===== src/rtl/alu_seq_pkg.sv =====
// Shared op codes, FSM state type and default ALU pipeline latency for the ALU issue controller.
// No logic here: pure declarations, no latency, no backpressure.
package alu_seq_pkg;

  localparam logic [2:0] OP_ADD = 3'b000;
  localparam logic [2:0] OP_SUB = 3'b001;
  localparam logic [2:0] OP_AND = 3'b010;
  localparam logic [2:0] OP_OR  = 3'b011;
  localparam logic [2:0] OP_XOR = 3'b100;
  localparam logic [2:0] OP_INC = 3'b101;
  localparam logic [2:0] OP_DEC = 3'b110;
  localparam logic [2:0] OP_ILL = 3'b111;

  localparam int ALU_LAT_DEFAULT = 2;

  typedef enum logic [1:0] {
    ST_IDLE,
    ST_WAIT,
    ST_WB
  } state_t;

endpackage


===== src/rtl/alu_seq_regfile.sv =====
// NREGS x DATA_W register file, r0 reads zero and drops writes; two operand ports plus a debug port.
// Reads are combinational (zero latency), one write per edge, async clear; never stalls.
module alu_seq_regfile #(
  parameter int DATA_W = 32,
  parameter int NREGS  = 8,
  localparam int IDX_W = $clog2(NREGS)
) (
  input  logic              Clock,
  input  logic              Reset_n,
  input  logic              we,
  input  logic [IDX_W-1:0]  waddr,
  input  logic [DATA_W-1:0] wdata,
  input  logic [IDX_W-1:0]  raddr_a,
  output logic [DATA_W-1:0] rdata_a,
  input  logic [IDX_W-1:0]  raddr_b,
  output logic [DATA_W-1:0] rdata_b,
  input  logic [IDX_W-1:0]  dbg_raddr,
  output logic [DATA_W-1:0] dbg_rdata
);

  logic [DATA_W-1:0] mem [NREGS];

  always_ff @(posedge Clock or negedge Reset_n) begin
    if (!Reset_n) begin
      for (int i = 0; i < NREGS; i++) mem[i] <= '0;
    end else if (we && (waddr != '0)) begin
      mem[waddr] <= wdata;
    end
  end

  assign rdata_a   = (raddr_a   == '0) ? '0 : mem[raddr_a];
  assign rdata_b   = (raddr_b   == '0) ? '0 : mem[raddr_b];
  assign dbg_rdata = (dbg_raddr == '0) ? '0 : mem[dbg_raddr];

endmodule


===== src/rtl/alu_seq_ctrl.sv =====
// Issues rd = rs1 op rs2 to a registered ALU and writes back after ALU_LAT+1 edges; accepts only when idle.
// Throughput one instruction per ALU_LAT+2 cycles. ALU_SEQ_OP_CHECK_EN rejects op 111 with an err pulse.
module alu_seq_ctrl
  import alu_seq_pkg::*;
#(
  parameter int DATA_W  = 32,
  parameter int NREGS   = 8,
  parameter int ALU_LAT = ALU_LAT_DEFAULT,
  localparam int IDX_W  = $clog2(NREGS)
) (
  input  logic              Clock,
  input  logic              Reset_n,
  input  logic              in_valid,
  output logic              in_ready,
  input  logic [2:0]        in_op,
  input  logic [IDX_W-1:0]  in_rd,
  input  logic [IDX_W-1:0]  in_rs1,
  input  logic [IDX_W-1:0]  in_rs2,
  input  logic              host_we,
  input  logic [IDX_W-1:0]  host_waddr,
  input  logic [DATA_W-1:0] host_wdata,
  input  logic [IDX_W-1:0]  dbg_raddr,
  output logic [DATA_W-1:0] dbg_rdata,
  output logic [DATA_W-1:0] alu_A,
  output logic [DATA_W-1:0] alu_B,
  output logic [2:0]        alu_sel,
  input  logic [DATA_W-1:0] alu_Y,
  input  logic              alu_Zero,
  input  logic              alu_Cout,
  input  logic              alu_Borrow,
  output logic              flag_zero,
  output logic              flag_cout,
  output logic              flag_borrow,
  output logic              done,
  output logic              err
);

  localparam int CNT_W = $clog2(ALU_LAT + 1);

  state_t            state;
  logic [CNT_W-1:0]  cnt;
  logic [IDX_W-1:0]  rd_q;
  logic [DATA_W-1:0] rs1_dat, rs2_dat;
  logic              wr_en;
  logic [IDX_W-1:0]  wr_addr;
  logic [DATA_W-1:0] wr_dat;
  logic              op_ill;

`ifdef ALU_SEQ_OP_CHECK_EN
  assign op_ill = (in_op == OP_ILL);
`else
  assign op_ill = 1'b0;
`endif

  assign in_ready = (state == ST_IDLE);

  // Writeback owns the single write port in WB; the host may only use it while idle.
  always_comb begin
    wr_en   = 1'b0;
    wr_addr = host_waddr;
    wr_dat  = host_wdata;
    if (state == ST_WB) begin
      wr_en   = 1'b1;
      wr_addr = rd_q;
      wr_dat  = alu_Y;
    end else if (state == ST_IDLE) begin
      wr_en = host_we;
    end
  end

  alu_seq_regfile #(.DATA_W(DATA_W), .NREGS(NREGS)) u_regfile (
    .Clock     (Clock),
    .Reset_n   (Reset_n),
    .we        (wr_en),
    .waddr     (wr_addr),
    .wdata     (wr_dat),
    .raddr_a   (in_rs1),
    .rdata_a   (rs1_dat),
    .raddr_b   (in_rs2),
    .rdata_b   (rs2_dat),
    .dbg_raddr (dbg_raddr),
    .dbg_rdata (dbg_rdata)
  );

  always_ff @(posedge Clock or negedge Reset_n) begin
    if (!Reset_n) begin
      state       <= ST_IDLE;
      cnt         <= '0;
      rd_q        <= '0;
      alu_A       <= '0;
      alu_B       <= '0;
      alu_sel     <= OP_ADD;
      flag_zero   <= 1'b0;
      flag_cout   <= 1'b0;
      flag_borrow <= 1'b0;
      done        <= 1'b0;
      err         <= 1'b0;
    end else begin
      done <= 1'b0;
      err  <= 1'b0;
      case (state)
        ST_IDLE: begin
          if (in_valid && op_ill) begin
            err <= 1'b1;
          end else if (in_valid) begin
            alu_A   <= rs1_dat;
            alu_B   <= rs2_dat;
            alu_sel <= in_op;
            rd_q    <= in_rd;
            cnt     <= CNT_W'(ALU_LAT);
            state   <= ST_WAIT;
          end
        end
        // Counter reaching 1 means the ALU output has just updated; sample it on the next edge.
        ST_WAIT: begin
          cnt <= cnt - 1'b1;
          if (cnt <= CNT_W'(1)) state <= ST_WB;
        end
        ST_WB: begin
          flag_zero   <= alu_Zero;
          flag_cout   <= alu_Cout;
          flag_borrow <= alu_Borrow;
          done        <= 1'b1;
          state       <= ST_IDLE;
        end
        default: state <= ST_IDLE;
      endcase
    end
  end

endmodule


===== config.mk =====
export PLATFORM = sky130hd
export DESIGN_NAME = alu_seq_ctrl
export DESIGN_NICKNAME = d
export VERILOG_FILES = /design/src/rtl/alu_seq_pkg.sv /design/src/rtl/alu_seq_regfile.sv /design/src/rtl/alu_seq_ctrl.sv
export SDC_FILE = /design/constraint.sdc
export NUM_CORES = 1
export LEC_CHECK = 0
export ABC_AREA = 1
export BUFFER_PORTS_ARGS = -buffer_cell sky130_fd_sc_hd__buf_2
export CAP_MARGIN = 30
export CORE_MARGIN = 3
export CORE_UTILIZATION = 40
export DETAILED_ROUTE_END_ITERATION = 8
export GPL_TIMING_DRIVEN = 0
export MAX_ROUTING_LAYER = met4
export PLACE_DENSITY = 0.7
export SYNTH_ARGS = -nofsm -noshare
export SYNTH_HDL_FRONTEND = slang
export SYNTH_HIERARCHICAL = 1
export SYNTH_SLANG_ARGS = --single-unit
export TNS_END_PERCENT = 5

===== constraint.sdc =====
create_clock -name Clock -period 2.1 [get_ports Clock]
set_clock_uncertainty 0.1 [all_clocks]
set_input_delay 0 -clock Clock [delete_from_list [all_inputs] [get_ports Clock]]
set_output_delay 0 -clock Clock [all_outputs]
set_load 0.005 [all_outputs]

==> metrics.txt, run 1 <==
#FFs+latches synth 334; Fin. Hold Viols 0; total grt overflow 0; pre-CTS setup slack -0.698 ns; number of CTS-inserted buffers 39; unrepaired setup endpoints after global routing true; Final Cycle Share 99.9%; initial antenna violation count 0; Leak Pwr 0.0140 uW; worst vdd ir 616 uV; GRT Util Overall 32.2%; H-tree levels 2; design area 25400 um^2; clock sinks 334; P&R area growth vs syn 22.7%; I/O Buffers 190; Final WS setup 0.00294 ns; YS warnings 6; layout cell share with drive strength beyond 1 13.0%; Die ar. 54500 um^2; Total Wirelength 87200 um; Hold WS 0.0435 ns; DR pass1 iterations 9; vias in the first global route 21.0k; max-cap viol count 0; Worst slew margin 36.1%; Critical Path End Type flop; n_diodes 0; r2r setup slk 0.003 ns; power per cell area 1220 nW/um^2; Die Span Y 233 um; number of cell rows 82; vias per cell 5.40; Filler Cells Inserted 5095; core area 50600 um^2; post-synthesis cell type count 25; IO Count 194; Critical Path RT 2.42 ns; Setup Crit Path Kind reg -> reg; Antenna Nets Post-Route 0; placer congestion estimate 1.05; clock buffer depth 3; syn avg cell area 6.42 um^2; CTS Root Cell clkbuf_16; Post-DP HPWL 63500 um; drc violations 0; Seq/Total Area, Yosys 40.4%; Least-Margin Pin Slew 0.959 ns; multi-input logic area 10100 um^2; post-synthesis instance total 3221; first-pass GRT wire length 129000 um; startpoint type of the worst setup path flop; synthesized area 20700 um^2; crit path DAT 2.42 ns; Layout Nets 3652; Hold Path Class in -> reg; Initial Utilization 40.9%; dpl cell area 22600 um^2; Via Count 23.0k; final setup fails 0; Initial DRC Count 3229; Slew Viols, Final 0; routed len/inst 20.5 um; CTS clock-pin slew for the worst setup and hold paths 0.06 ns; post-layout min period 2.10 ns; largest net degree at the start of global routing 115; Reg area 8360 um^2; status finished clean; CP max FO 10; critical-path cell list inv_2 -> nand2_8 -> inv_4 -> buf_12 -> nand2_1 -> nand2_2 -> nand2_2 -> clkinv_4 -> nand3_4 -> clkbuf_8 -> nand2_1 -> o21ai_0; syn_nets 3311; total power 30900 uW; Clk Latency, worst-skew pair 0.57 ns; CTS tree yes; Die Wd 233 um; fmax 0.477 GHz; slowest cell on the critical path dfrtp_2; crit-path max cell delay 0.40 ns
## area by class of cell
class	instances	area share, %
clock buffer	56	4.54
buffer	257	5.67
tap	672	3.31
sequential	334	32.9
timing repair buffer	297	8.29
multi-input combinational	2331	40.0
inverter	302	4.50
clock inverter	15	0.769
## synth_stat cells
| master | count | area (um^2) |
|---|---|---|
| nor2_1 | 146 | 548 |
| buf_2 | 122 | 611 |
| o211ai_1 | 112 | 841 |
| nand2_1 | 1419 | 5330 |
| or2_2 | 1 | 6.26 |
| o21ai_0 | 219 | 1100 |
| inv_2 | 3 | 11.3 |
| nor2_4 | 1 | 11.3 |
| dfrtp_1 | 334 | 8360 |
| o21ai_1 | 6 | 30.0 |
| buf_4 | 7 | 52.6 |
| inv_1 | 299 | 1120 |
| nor3_4 | 1 | 16.3 |
| a21oi_1 | 1 | 5.00 |
| a21oi_2 | 1 | 8.76 |
| nand2_2 | 5 | 31.3 |
| buf_6 | 4 | 45.0 |
| buf_1 | 36 | 135 |
| nand3_1 | 411 | 2060 |
| conb_1 | 1 | 3.75 |
| ha_1 | 1 | 12.5 |
| nand3_2 | 2 | 20.0 |
| clkbuf_2 | 3 | 15.0 |
| clkbuf_1 | 85 | 319 |
| nor2_2 | 1 | 6.26 |
## final timing paths
kind | startpoint | to | depth (start not counted)
max in group asynchronous | Reset_n | state[0]$_DFFE_PN0P_ | 5
max reg2reg | state[0]$_DFFE_PN0P_ | u_regfile/mem[198]$_DFFE_PN0P_ | 12
min | in_rs2[1] | alu_B[31]$_DFFE_PN0P_ | 7
min in group asynchronous | Reset_n | u_regfile/mem[4]$_DFFE_PN0P_ | 3
min reg2reg | u_regfile/mem[238]$_DFFE_PN0P_ | u_regfile/mem[238]$_DFFE_PN0P_ | 1
max | state[0]$_DFFE_PN0P_ | u_regfile/mem[198]$_DFFE_PN0P_ | 12
## layout by cell type (no fill, tap or decap), types with 27 or more instances in the layout
master,count
dlygate4sd3_1,82
dfrtp_1,332
nor2_1,144
buf_2,303
nand2_1,1414
clkbuf_1,70
nand3_1,411
clkbuf_16,43
buf_4,27
o21ai_0,173
o211ai_1,112
o21ai_1,52
buf_1,35
inv_1,296
## kinds of logic (layout without fill, tap and decap cells)
kind of cell	after synthesis	count (layout)	share of synthesized area, %
AO/OA/AOI/OAI	339	339	9.57
flip-flops	334	334	40.4
buffers and inverters	559	927	11.2
other	1	1	0.0181
AND/OR/NAND/NOR	1987	1990	38.8
adder cells (fa/ha/maj)	1	1	0.0605
## per-stage QoR
stage	cells	utilization, %	setup TNS, ns
6_report	4264	50.2	0
5_1_grt	4264	50.2	-5.24
4_1_cts	4256	49.8	-0.00673
3_5_place_dp	4086	44.6	-118.52
3_3_place_gp	4083	44.4	-2007.08
2_1_floorplan	3221	-	0
## registers in the layout, summed over array words and instances (netlist names)
name and cells:
rd_q 3, state 2, flag_zero 1, done 1, alu_B 32, u_regfile/mem 256
cnt 2, alu_A 32, alu_sel 3, flag_cout 1, flag_borrow 1
## critical path, delay by kind of cell, from the launching register on
kind                   cells  cell delay [ns]
AND/OR/NAND/NOR            6             0.63
AO/OA/AOI/OAI              1             0.09
flip-flops                 1             0.40
buffers and inverters      5             0.70
## power breakdown
group	total (uW)	switching (uW)	internal, uW	leakage [uW]
combinational	13000	8690	4270	0.00915
sequential	10700	1640	9090	0.00424
clock	7220	2890	4330	0.000659
## per-layer routing
layer / GRT usage [%] / vias up / wire length, um
met5: - / - / 0
met4: 10.5 / 0 / 3220
met3: 7.98 / 212 / 10700
met2: 46.6 / 1398 / 37000
met1: 44.3 / 10600 / 36400
li1: - / 10800 / -
## timing repair
| action | in CTS | in global routing |
|---|---|---|
| endpoints found under the hold margin | 422 | 0 |
| cloned | 2 | 3 |
| pin swaps | 8 | 3 |
| gates resized for setup | 89 | 105 |
| hold buffers | 82 | 0 |
| buffers inserted | 15 | 5 |
| setup endpoints to repair | 224 | 339 |
No activity file was read; power rests on OpenSTA's default activity.
==> run 2: changes to the inputs <==
- clock period: 2.1 -> 2.6 ns (I/O delays scaled with it)
==> run 2 against run 1 <==
Effect of this change: via count is 1.7% lower; cell count decreased by 0.49%; clock power decreased by 19%; fmax is 16% lower; total power is 20% lower; core utilization is 0.99 points lower; global-route usage shrank 0.49 points; clock-buffer cell count did not move; routed wire length down 2.3%; highest routed layer unchanged; largest power group unchanged; first-iteration DRC count fell by 10%; register-to-register slack improved by 0.10 ns.
==> metrics.txt, run 2 (synthesized netlist as in run 1, its figures left out) <==
status finished clean; Setup Crit Path Kind reg -> reg; core area 50600 um^2 (unchanged); most used cell, CP nand2_1; layout cell share with drive strength beyond 1 12.3% (-0.68 points); CP top delay family buffers and inverters; Slew Viols, Final 0 (unchanged); H-tree levels 2 (unchanged); final setup fails 0 (unchanged); Layout Nets 3631 (-0.58%); Initial Utilization 40.9% (unchanged); CTS tree yes; power per cell area 993 nW/um^2 (-18%); Final Util 49.2% (-0.99 points); clock sinks 334 (unchanged); Post-DP HPWL 63500 um (unchanged); n_diodes 0 (unchanged); number of cell rows 82 (unchanged); slowest cell on the critical path dfrtp_1; drc violations 0 (unchanged); Antenna Nets Post-Route 0 (unchanged); DR pass1 iterations 6 (-3); P&R area growth vs syn 20.3%; worst setup path startpoint state[0]$_DFFE_PN0P_; I/O Buffers 190 (unchanged); dpl cell area 22600 um^2 (unchanged); startpoint type of the worst setup path flop; commonest non-fill, non-tap cell in the layout nand2_1; Final Cycle Share 96.0% (-3.9 points); CTS Root Cell clkbuf_16; CP max FO 10 (unchanged); max-cap viol count 0 (unchanged); design area 24900 um^2 (-2.0%); Hold Startpoint host_waddr[1]; clock buffer depth 3 (unchanged); Critical Path End Type flop; most frequent cells in the layout nand2_1, nand3_1, dfrtp_1; Via Count 22.6k (-1.7%); crit path DAT 2.83 ns (+0.41 ns); vias per cell 5.33 (-1.2%); max reg flops 256 (unchanged); Hold Path Class in -> reg; Critical Path RT 2.94 ns (+0.52 ns); critical-path cell list inv_1 -> nand2_4 -> inv_2 -> buf_6 -> nand2_1 -> nand2_1 -> nand2_2 -> inv_2 -> nand2_2 -> clkbuf_4 -> buf_2 -> nand2_1 -> o21ai_0; first-pass GRT wire length 127000 um (-1.4%); fmax 0.401 GHz (-16%); Initial DRC Count 2900 (-10%); largest net degree at the start of global routing 115 (unchanged); Die ar. 54500 um^2 (unchanged); placer congestion estimate 1.05 (unchanged); Top reg by flops u_regfile/mem; vias in the first global route 20.7k (-1.4%); GRT Util Overall 31.7% (-0.49 points); IO Count 194 (unchanged); number of CTS-inserted buffers 39 (unchanged); Die Span Y 233 um (unchanged); post-layout min period 2.50 ns (+0.399 ns); Die Wd 233 um (unchanged); total grt overflow 0 (unchanged); Hold WS 0.0147 ns (-0.0289 ns); CTS clock-pin slew for the worst setup and hold paths 0.06 ns (about the same); crit path buf inv count 6 (+1); Least-Margin Pin Slew 0.940 ns (-0.0186 ns); Worst slew margin 37.3% (+1.2 points); routed len/inst 20.1 um (-1.8%); Crit Reg-Reg Startpoint state[0]$_DFFE_PN0P_; Leak Pwr 0.0138 uW (-1.7%); Top Registers u_regfile/mem: 256 flops, alu_A: 32 flops, alu_B: 32 flops; Clk Latency, worst-skew pair 0.56 ns (about the same); Total Wirelength 85200 um (-2.3%); crit-path max cell delay 0.45 ns (+0.05 ns); initial antenna violation count 0 (unchanged); Fin. Hold Viols 0 (unchanged); worst vdd ir 466 uV (-24%)
run 2: final timing paths:
kind,end,slack [ns],cells after the start
max,u_regfile/mem[145]$_DFFE_PN0P_,0.10,13
min,u_regfile/mem[32]$_DFFE_PN0P_,0.01,6
max reg2reg,u_regfile/mem[145]$_DFFE_PN0P_,0.10,13
min reg2reg,u_regfile/mem[231]$_DFFE_PN0P_,0.36,1
max in group asynchronous,u_regfile/mem[254]$_DFFE_PN0P_,0.98,5
min in group asynchronous,u_regfile/mem[70]$_DFFE_PN0P_,0.47,4
run 2: timing repair:
| item | in CTS | in global routing |
|---|---|---|
| hold buffers | 80 | 0 |
| endpoints found under the setup margin | 208 | 192 |
| buffers inserted | 2 | 4 |
| pin swaps | 1 | 1 |
| gates resized for setup | 7 | 56 |
| endpoints found under the hold margin | 422 | 0 |
run 2: report_power, final:
part,internal (uW),switching [uW],total [uW]
clock,3500,2320,5820
combinational,3360,6850,10200
sequential,7340,1330,8670
run 2: area by class of cell:
class | count | area, um^2
Inverter | 302 | 1130
Timing Repair Buffer | 279 | 1920
Sequential cell | 334 | 8360
Clock buffer | 56 | 1150
Buffer | 257 | 1200
Multi-Input combinational cell | 2328 | 10100
Tap cell | 672 | 841
Clock inverter | 15 | 195
Fill cell | 5204 | 25700
run 2: routing by layer:
metal  vias up  track usage, %  routed length [um]
li1      10700               -                   -
met1     10400            43.9               36000
met2      1302            45.9               36100
met3       178            7.68               10300
met4         0            9.79                2920
met5         -               -                   0
run 2: metrics by stage:
stage          power (uW)  worst slack [ns]  setup TNS (ns)  std cells
2_1_floorplan       14500             0.776               0       3221
6_report            24700             0.104               0       4243
5_1_grt             26400         -0.000307       -0.000307       4243
4_1_cts             24400            0.0457               0       4239
3_3_place_gp        18000             -5.25        -1737.18       4083
3_5_place_dp        18200            -0.198           -8.25       4086
run 2: tightest hold or removal path: cells and delay by family:
family | cells | cell delay [ns]
AO/OA/AOI/OAI | 1 | 0.06
AND/OR/NAND/NOR | 4 | 0.48
buffers and inverters | 1 | 0.10
